### config.mk
export PLATFORM = sky130hd
export DESIGN_NAME = cache_sa_wb
export DESIGN_NICKNAME = d
export VERILOG_FILES = /design/src/rtl/cache_sa_wb.sv
export SDC_FILE = /design/constraint.sdc
export NUM_CORES = 2
export LEC_CHECK = 0
export ABC_AREA = 1
export CAP_MARGIN = 20
export CORE_MARGIN = 5
export CORE_UTILIZATION = 50
export DETAILED_ROUTE_END_ITERATION = 10
export MAX_ROUTING_LAYER = met4
export PLACE_DENSITY = 0.73
export SLEW_MARGIN = 20
export SYNTH_ARGS = -nofsm -noshare
export SYNTH_HDL_FRONTEND = slang
export SYNTH_SLANG_ARGS = --single-unit
### constraint.sdc
create_clock -name clk -period 4.6 [get_ports clk]
set_input_delay 0.92 -clock clk [delete_from_list [all_inputs] [get_ports clk]]
set_output_delay 0.92 -clock clk [all_outputs]
set_load 0.1 [all_outputs]
### src/rtl/cache_sa_wb.sv
// Set-associative, write-back, write-allocate cache with one word per line.
// A CPU request is captured in IDLE and looked up in the following cycle.
// A miss optionally writes back a dirty victim, then refills from memory,
// and finally responds. Hit and miss counters saturate at all-ones.
module cache_sa_wb #(
    parameter int ADDR_W   = 32,
    parameter int DATA_W   = 32,
    parameter int NUM_SETS = 16,
    parameter int WAYS     = 2,
    parameter int CNT_W    = 16
) (
    input  logic              clk,
    input  logic              rst,
    input  logic              req_valid,
    output logic              req_ready,
    input  logic              req_write,
    input  logic [ADDR_W-1:0] req_addr,
    input  logic [DATA_W-1:0] req_wdata,
    output logic              resp_valid,
    output logic              resp_hit,
    output logic [DATA_W-1:0] resp_rdata,
    output logic              mem_req,
    output logic              mem_we,
    output logic [ADDR_W-1:0] mem_addr,
    output logic [DATA_W-1:0] mem_wdata,
    input  logic              mem_ack,
    input  logic [DATA_W-1:0] mem_rdata,
    output logic [CNT_W-1:0]  hit_count,
    output logic [CNT_W-1:0]  miss_count
);

    localparam int IDX_W = $clog2(NUM_SETS);
    localparam int TAG_W = ADDR_W - IDX_W - 2;
    localparam int WAY_W = (WAYS > 1) ? $clog2(WAYS) : 1;

    typedef enum logic [2:0] {
        IDLE,
        LOOKUP,
        WRITEBACK,
        REFILL,
        RESPOND
    } state_t;

    state_t state, state_nxt;

    // Request captured at acceptance (word address, direction, store data)
    logic [ADDR_W-3:0] line_p0;
    logic              write_p0;
    logic [DATA_W-1:0] wdata_p0;
    logic [WAY_W-1:0]  victim_p0;

    // Line storage and per-set replacement state
    logic [WAYS-1:0]   valid_r [NUM_SETS];
    logic [WAYS-1:0]   dirty_r [NUM_SETS];
    logic [WAY_W-1:0]  ptr_r   [NUM_SETS];
    logic [TAG_W-1:0]  tag_r   [NUM_SETS][WAYS];
    logic [DATA_W-1:0] data_r  [NUM_SETS][WAYS];

    logic [IDX_W-1:0]  idx;
    logic [TAG_W-1:0]  tag;
    logic              hit;
    logic [WAY_W-1:0]  hit_way;
    logic              inv_found;
    logic [WAY_W-1:0]  inv_way;
    logic [WAY_W-1:0]  wi;
    logic [WAY_W-1:0]  vic_way;
    logic              vic_dirty;
    logic [DATA_W-1:0] fill_word;

    // Byte-offset bits never select anything in a word-wide line.
    logic unused_bits;
    assign unused_bits = ^req_addr[1:0];

    assign idx       = line_p0[IDX_W-1:0];
    assign tag       = line_p0[ADDR_W-3:IDX_W];
    assign vic_way   = inv_found ? inv_way : ptr_r[idx];
    assign vic_dirty = valid_r[idx][vic_way] & dirty_r[idx][vic_way];
    assign fill_word = write_p0 ? wdata_p0 : mem_rdata;

    function automatic logic [CNT_W-1:0] sat_inc(input logic [CNT_W-1:0] c);
        return (&c) ? c : c + 1'b1;
    endfunction

    // Tag compare across the set; also find the lowest-numbered invalid way
    always_comb begin
        hit       = 1'b0;
        hit_way   = '0;
        inv_found = 1'b0;
        inv_way   = '0;
        wi        = '0;
        for (int w = WAYS - 1; w >= 0; w--) begin
            wi = WAY_W'(w);
            if (valid_r[idx][wi] && (tag_r[idx][wi] == tag)) begin
                hit     = 1'b1;
                hit_way = wi;
            end
            if (!valid_r[idx][wi]) begin
                inv_found = 1'b1;
                inv_way   = wi;
            end
        end
    end

    // State register
    always_ff @(posedge clk) begin
        if (rst) state <= IDLE;
        else     state <= state_nxt;
    end

    // Next-state and memory-port outputs
    always_comb begin
        state_nxt = state;
        req_ready = 1'b0;
        mem_req   = 1'b0;
        mem_we    = 1'b0;
        mem_addr  = '0;
        mem_wdata = '0;
        case (state)
            IDLE: begin
                req_ready = 1'b1;
                if (req_valid) state_nxt = LOOKUP;
            end
            LOOKUP: begin
                if (hit)            state_nxt = IDLE;
                else if (vic_dirty) state_nxt = WRITEBACK;
                else                state_nxt = REFILL;
            end
            WRITEBACK: begin
                mem_req   = 1'b1;
                mem_we    = 1'b1;
                mem_addr  = {tag_r[idx][victim_p0], idx, 2'b00};
                mem_wdata = data_r[idx][victim_p0];
                if (mem_ack) state_nxt = REFILL;
            end
            REFILL: begin
                mem_req  = 1'b1;
                mem_addr = {line_p0, 2'b00};
                if (mem_ack) state_nxt = RESPOND;
            end
            RESPOND: state_nxt = IDLE;
            default: state_nxt = IDLE;
        endcase
    end

    // Control state: valid/dirty bits, replacement pointers, response, counters
    always_ff @(posedge clk) begin
        if (rst) begin
            valid_r    <= '{default: '0};
            dirty_r    <= '{default: '0};
            ptr_r      <= '{default: '0};
            resp_valid <= 1'b0;
            resp_hit   <= 1'b0;
            resp_rdata <= '0;
            hit_count  <= '0;
            miss_count <= '0;
        end else begin
            resp_valid <= 1'b0;
            resp_hit   <= 1'b0;
            case (state)
                LOOKUP: begin
                    if (hit) begin
                        resp_valid <= 1'b1;
                        resp_hit   <= 1'b1;
                        hit_count  <= sat_inc(hit_count);
                        if (write_p0) begin
                            dirty_r[idx][hit_way] <= 1'b1;
                            resp_rdata            <= wdata_p0;
                        end else begin
                            resp_rdata <= data_r[idx][hit_way];
                        end
                    end else begin
                        miss_count <= sat_inc(miss_count);
                    end
                end
                REFILL: begin
                    if (mem_ack) begin
                        valid_r[idx][victim_p0] <= 1'b1;
                        dirty_r[idx][victim_p0] <= write_p0;
                        ptr_r[idx]              <= (WAYS == 1) ? '0 : victim_p0 + 1'b1;
                        resp_valid              <= 1'b1;
                        resp_rdata              <= fill_word;
                    end
                end
                default: ;
            endcase
        end
    end

    // Datapath: captured request, victim choice, tag and data arrays
    always_ff @(posedge clk) begin
        case (state)
            IDLE: begin
                if (req_valid) begin
                    line_p0  <= req_addr[ADDR_W-1:2];
                    write_p0 <= req_write;
                    wdata_p0 <= req_wdata;
                end
            end
            LOOKUP: begin
                if (hit && write_p0) data_r[idx][hit_way] <= wdata_p0;
                if (!hit)            victim_p0 <= vic_way;
            end
            REFILL: begin
                if (mem_ack) begin
                    tag_r[idx][victim_p0]  <= tag;
                    data_r[idx][victim_p0] <= fill_word;
                end
            end
            default: ;
        endcase
    end

endmodule

# Yosys cells after proc, flatten, opt, wreduce, memory -nomap -nowiden
# Memory sizes are Yosys's and may differ from the RTL's. A register that Yosys moved wholly into a read port is not among the register bits.
# Cells that the tools add are included.
[totals]
reg_bits = 213
ram_bits = 1856
inputBits = 101
output_inout_bits = 133
n_memories = 2
[op_classes]
add_sub_neg = 3
magnitude_cmp = 11
eq_ne = 10
muxes = 142
bitwise_logic = 74
reduce_logical = 22
[mem_list]
columns = ["memory", "depth", "width", "rd", "rd_ports_with_merged_regs", "write_ports", "line", "source"]
rows = [
  ["data_r", 16, 64, 1, 1, 1, "57", "logic [DATA_W-1:0] data_r [NUM_SETS][WAYS];"],
  ["tag_r", 16, 52, 1, 1, 1, "56", "logic [TAG_W-1:0] tag_r [NUM_SETS][WAYS];"],
]
[ops]
columns = ["cell", "n"]
rows = [
  ["32-bit two-way mux", 16],
  ["32-bit one-hot mux with 2 select lines", 3],
  ["64-bit two-way mux", 2],
  ["26-bit two-way mux", 4],
  ["1-bit two-way mux", 89],
  ["32-bit demux with 1-bit select", 2],
  ["1-bit bitwise OR", 64],
  ["32-bit bitwise OR", 2],
  ["26-bit == test", 2],
  ["52-bit two-way mux", 1],
  ["16-bit by 1-bit adder with 16-bit output (second input constant)", 2],
  ["32-bit bitwise mux", 1],
  ["16-bit AND reduction", 2],
  ["26-bit demux with 1-bit select", 1],
  ["2-bit binary-select mux with 4-bit select", 2],
  ["16-bit bitwise mux", 1],
  ["2-bit demux with 4-bit select", 2],
  ["2-bit two-way mux", 7],
  ["3-bit one-hot mux with 4 select lines", 1],
  ["3-bit AND reduction", 4],
  ["2-bit inequality test (second input constant)", 5],
  ["3-bit two-way mux", 3],
  ["1-bit logical AND", 8],
  ["4-bit two-way mux", 2],
  ["22 further kinds", 36],
]

# Depth between registers and ports, before layout
[logic_depth]
depth_word = 17
depth_mapped = 24
ltp_nobuf = 22

# Worst setup path before layout
# No wires, ideal clock.
[synth_path]
path_kind = "reg2out"
from = "register state[1]"
to = "output port mem_wdata[22]"
t_arrival_ns = 5.067
required_ns = 3.680
slack_ns = -1.387
path_stages_with_launch = 8
n_path_buf = 1
path_cell_list = "dfxtp_1 > inv_1 > nor2_1 > inv_1 > nor2_1 > clkbuf_1 > o21ai_0 > a21oi_1"
[synth_between]
elab_chain_len = 2
[synth_lines]
columns = ["item", "line", "source"]
rows = [
  ["from (decl)", "44", "state_t state, state_nxt;"],
  ["from (signal assigned)", "107", "else state <= state_nxt;"],
  ["3-bit by 2-bit == test with 1-bit output", "118", "case (state)"],
  ["32-bit two-way mux", "118", ""],
  ["to (decl)", "25", "output logic [DATA_W-1:0] mem_wdata,"],
]
# Every way passes these cells.

==> results.sh <==
export IMPL_status="finished, final reports clean"
export IMPL_endpoint="mem_wdata[25]"
export IMPL_worstPathRequired_ns=3.68
export IMPL_drive_gt1_share_pct=10.43
export IMPL_regToRegEndpoint="data_r[4][14]"
export IMPL_track_usage_pct=29.98
export IMPL_relSlewSlack_pct=21.16
export IMPL_hold_depth=2
export IMPL_fin_hold_ws_ns=0.4712
export IMPL_drv_slew=0
export IMPL_ios=234
export IMPL_total_power_mw=49.43
export IMPL_reg2reg_depth=20
export IMPL_drc=0
export IMPL_cap_violations=0
export IMPL_post_route_period_util_pct=99.51
export IMPL_finalHoldViolCount=0
export IMPL_ys_top_cells_by_area="edfxtp_1 65%, nand2_1 7.0%, nor2_1 4.9%, o21ai_0 4.4%, nand3_1 4.0%"
export IMPL_vdd_ir_drop_worst_mv=0.4432
export IMPL_cp_max_fo=62
export IMPL_ant_nets=0
export IMPL_start_kind="flip-flop"
export IMPL_grt_pass1_wl_um=404200
export IMPL_finalSetupViolations=0
export IMPL_power_density_nw_per_um2=477.6
export IMPL_synth_area_um2=88100
export IMPL_stdcell_area_um2=103500
export IMPL_crit_family="buffers and inverters"
export IMPL_cts_max_level=4
export IMPL_finalWirelength_um=282900
export IMPL_crit_chain="buf_12, buf_4, bufbuf_16, o211ai_1, nand2_1, o21ai_0, a21oi_2, buf_4, buf_12"
export IMPL_numCtsBuffers=202
export IMPL_grt_overflow_total=0
export IMPL_cp_slowest_cell="bufbuf_16"
export IMPL_critPathKind="reg -> out"
export IMPL_p_leak_nw=37.15
export IMPL_io_buffers=229
export IMPL_grt_pass1_vias=62781
export IMPL_synth_cell_type_count=42
export IMPL_clock_latency_ns=0.88
export IMPL_fin_nets=8596
export IMPL_synth_top_area_share_pct=65.44
export IMPL_vias_per_cell=6.077
export IMPL_syn_inst=8161
export IMPL_rsz0062_at_grt="yes"
export IMPL_core_um2=175700
export IMPL_ys_flop_type="edfxtp_1"
export IMPL_final_common_cell="edfxtp_1"
export IMPL_clock_sinks=2073
export IMPL_ys_async_sr_fraction_pct=0
export IMPL_hold_class="reg -> reg"
export IMPL_fmax_mhz=218.5
export IMPL_die_area_um2=184700
export IMPL_r2r_setup_slack_ns=0.09
export IMPL_cp_num_buf_inv=5
export IMPL_skew_ns=0.06945
export IMPL_rows=154
export IMPL_cts_tree="yes"
export IMPL_wl_per_cell_um=25.68
export IMPL_tightest_slew_ns=1.179
export IMPL_cpPeakStageDelay_ns=0.52
export IMPL_root_buffer="clkbuf_16"
export IMPL_clock_path_buffers=3
export IMPL_drt_first_pass_iters=8
export IMPL_yosysSeqAreaShare_pct=68.92
export IMPL_grt_max_degree=110
export IMPL_yosysTopAreaCell="edfxtp_1"
export IMPL_synth_edff_count=1920
export IMPL_cp_num_cells=9
export IMPL_crit_arrival_ns=3.66
export IMPL_syn_area_per_cell_um2=10.80
export IMPL_die_width_um=429.8
export IMPL_syn2layout_area_growth_pct=17.49
export IMPL_die_h_um=429.8
export IMPL_layout_min_cycle_time_ns=4.578
export IMPL_yosysWarnings=0
export IMPL_num_vias=66954
export IMPL_antenna_found_initial=11
export IMPL_hp_start="valid_r[8]"
export IMPL_placed_cell_area_um2=95680
export IMPL_worst_setup_path_end_kind="primary output"
export IMPL_clk_pin_slew_ns=0.06
export IMPL_initial_core_util_pct=50.13
export IMPL_final_cell_mix="1,920 x edfxtp_1, 1,630 x nand2_1, 1,085 x nor2_1"
export IMPL_ys_ff_latch=2073
export IMPL_dpl_hpwl_um=157300
export IMPL_first_iter_violations=10976
export IMPL_place_congestion=0.9492
[worst reg2reg max path: cells and delay by family (launching register included)]
kind	cells	cell delay (ns)
and+or+nand+nor	12	2.26
DFF	1	0.55
buffers and inverters	6	1.11
AOI/OAI and AO/OA	2	0.22
[report_power, final]
part	switching [mW]	internal, mW	total (mW)
registers	0.214	21.2	21.4
clock network	7.27	8.77	16.0
logic	8.64	3.38	12.0
[state kept, by name (all words and copies together) (netlist names), named ones only]
name        flops
data_r       1024
resp_valid      1
write_p0        1
state           3
valid_r        32
victim_p0       1
resp_rdata     32
hit_count      16
wdata_p0       32
line_p0        30
tag_r         832
dirty_r        32
resp_hit        1
ptr_r          16
miss_count     16
[worst min path at each step]
stage                   to  slack [ns]
5_1_grt         valid_r[0]        0.49
4_1_cts        valid_r[19]        0.47
3_5_place_dp   valid_r[28]        0.46
6_report        valid_r[8]        0.47
3_3_place_gp    valid_r[4]        0.45
2_1_floorplan   valid_r[0]        0.44
[per-layer routing]
metal	part of all wire [%]	vias up	track usage, %
met2	46	4784	45.75
met5	0	-	-
met3	12	882	5.673
met4	5.8	0	15.54
met1	36	32038	38.55
li1	-	29250	-
[logic make-up (layout without fill, tap and decap cells)]
kind of cell             count (synthesis)  count (layout)  synth area share (%)
AO/OA/AOI/OAI                         1377            1377                 9.152
AND/OR/NAND/NOR                       3625            3629                 16.77
flip-flops                            2073            2073                 68.92
XOR/XNOR                                26              26                0.2585
adder cells (fa/ha/maj)                  2               2               0.02840
other                                    1              13              0.004257
buffers and inverters                 1057            1557                 4.863
[timing repair]
item,4_1_cts,5_1_grt
gates resized for setup,32,31
setup buffers,1,51
setup endpoints to repair,73,301
hold buffers,0,0
pin swaps,2,11
cloned,16,9
[layout make-up]
class | instances | area [µm²]
Multi-Input combinational cell | 5036 | 23850
Fill cell | 13590 | 72220
Timing Repair inverter | 1 | 8.758
Clock inverter | 126 | 1124
Timing Repair Buffer | 637 | 7510
Inverter | 542 | 2085
Sequential cell | 2073 | 60730
Clock buffer | 251 | 5249
Tap cell | 2340 | 2928
Antenna cell | 11 | 27.53
[synth_stat cells, types with 3 or more instances]
library cell and instances:
edfxtp_1 1920, nand2_1 1641, nor2_1 1157, o21ai_0 772
nand3_1 703, inv_1 530, clkbuf_1 310, o221ai_1 185
dfxtp_1 153, a21oi_1 150, buf_2 128, o211ai_1 121
o22ai_1 111, nand4_1 61, buf_4 41, buf_1 36
nor3_1 32, o21ai_1 27, xor2_1 18, nor4_1 8
xnor2_1 8, clkinv_1 6, inv_2 5, nand3b_1 5
or2_2 5, nor2_2 4, a22oi_1 3, nand2_2 3
[stage by stage]
stage	setup WS (ns)	utilization, %	instances	TNS [ns]
after floorplan	-0.1978	-	8162	-16.01
after global placement	0.02212	54.45	10551	0
after detailed placement	0.002478	54.45	10551	0
after CTS	0.005107	58.38	10945	0
after global routing	-0.03616	58.90	11015	-0.08298
final	0.02234	58.90	11017	0
Note: power is estimated with default switching activity, not from simulation.
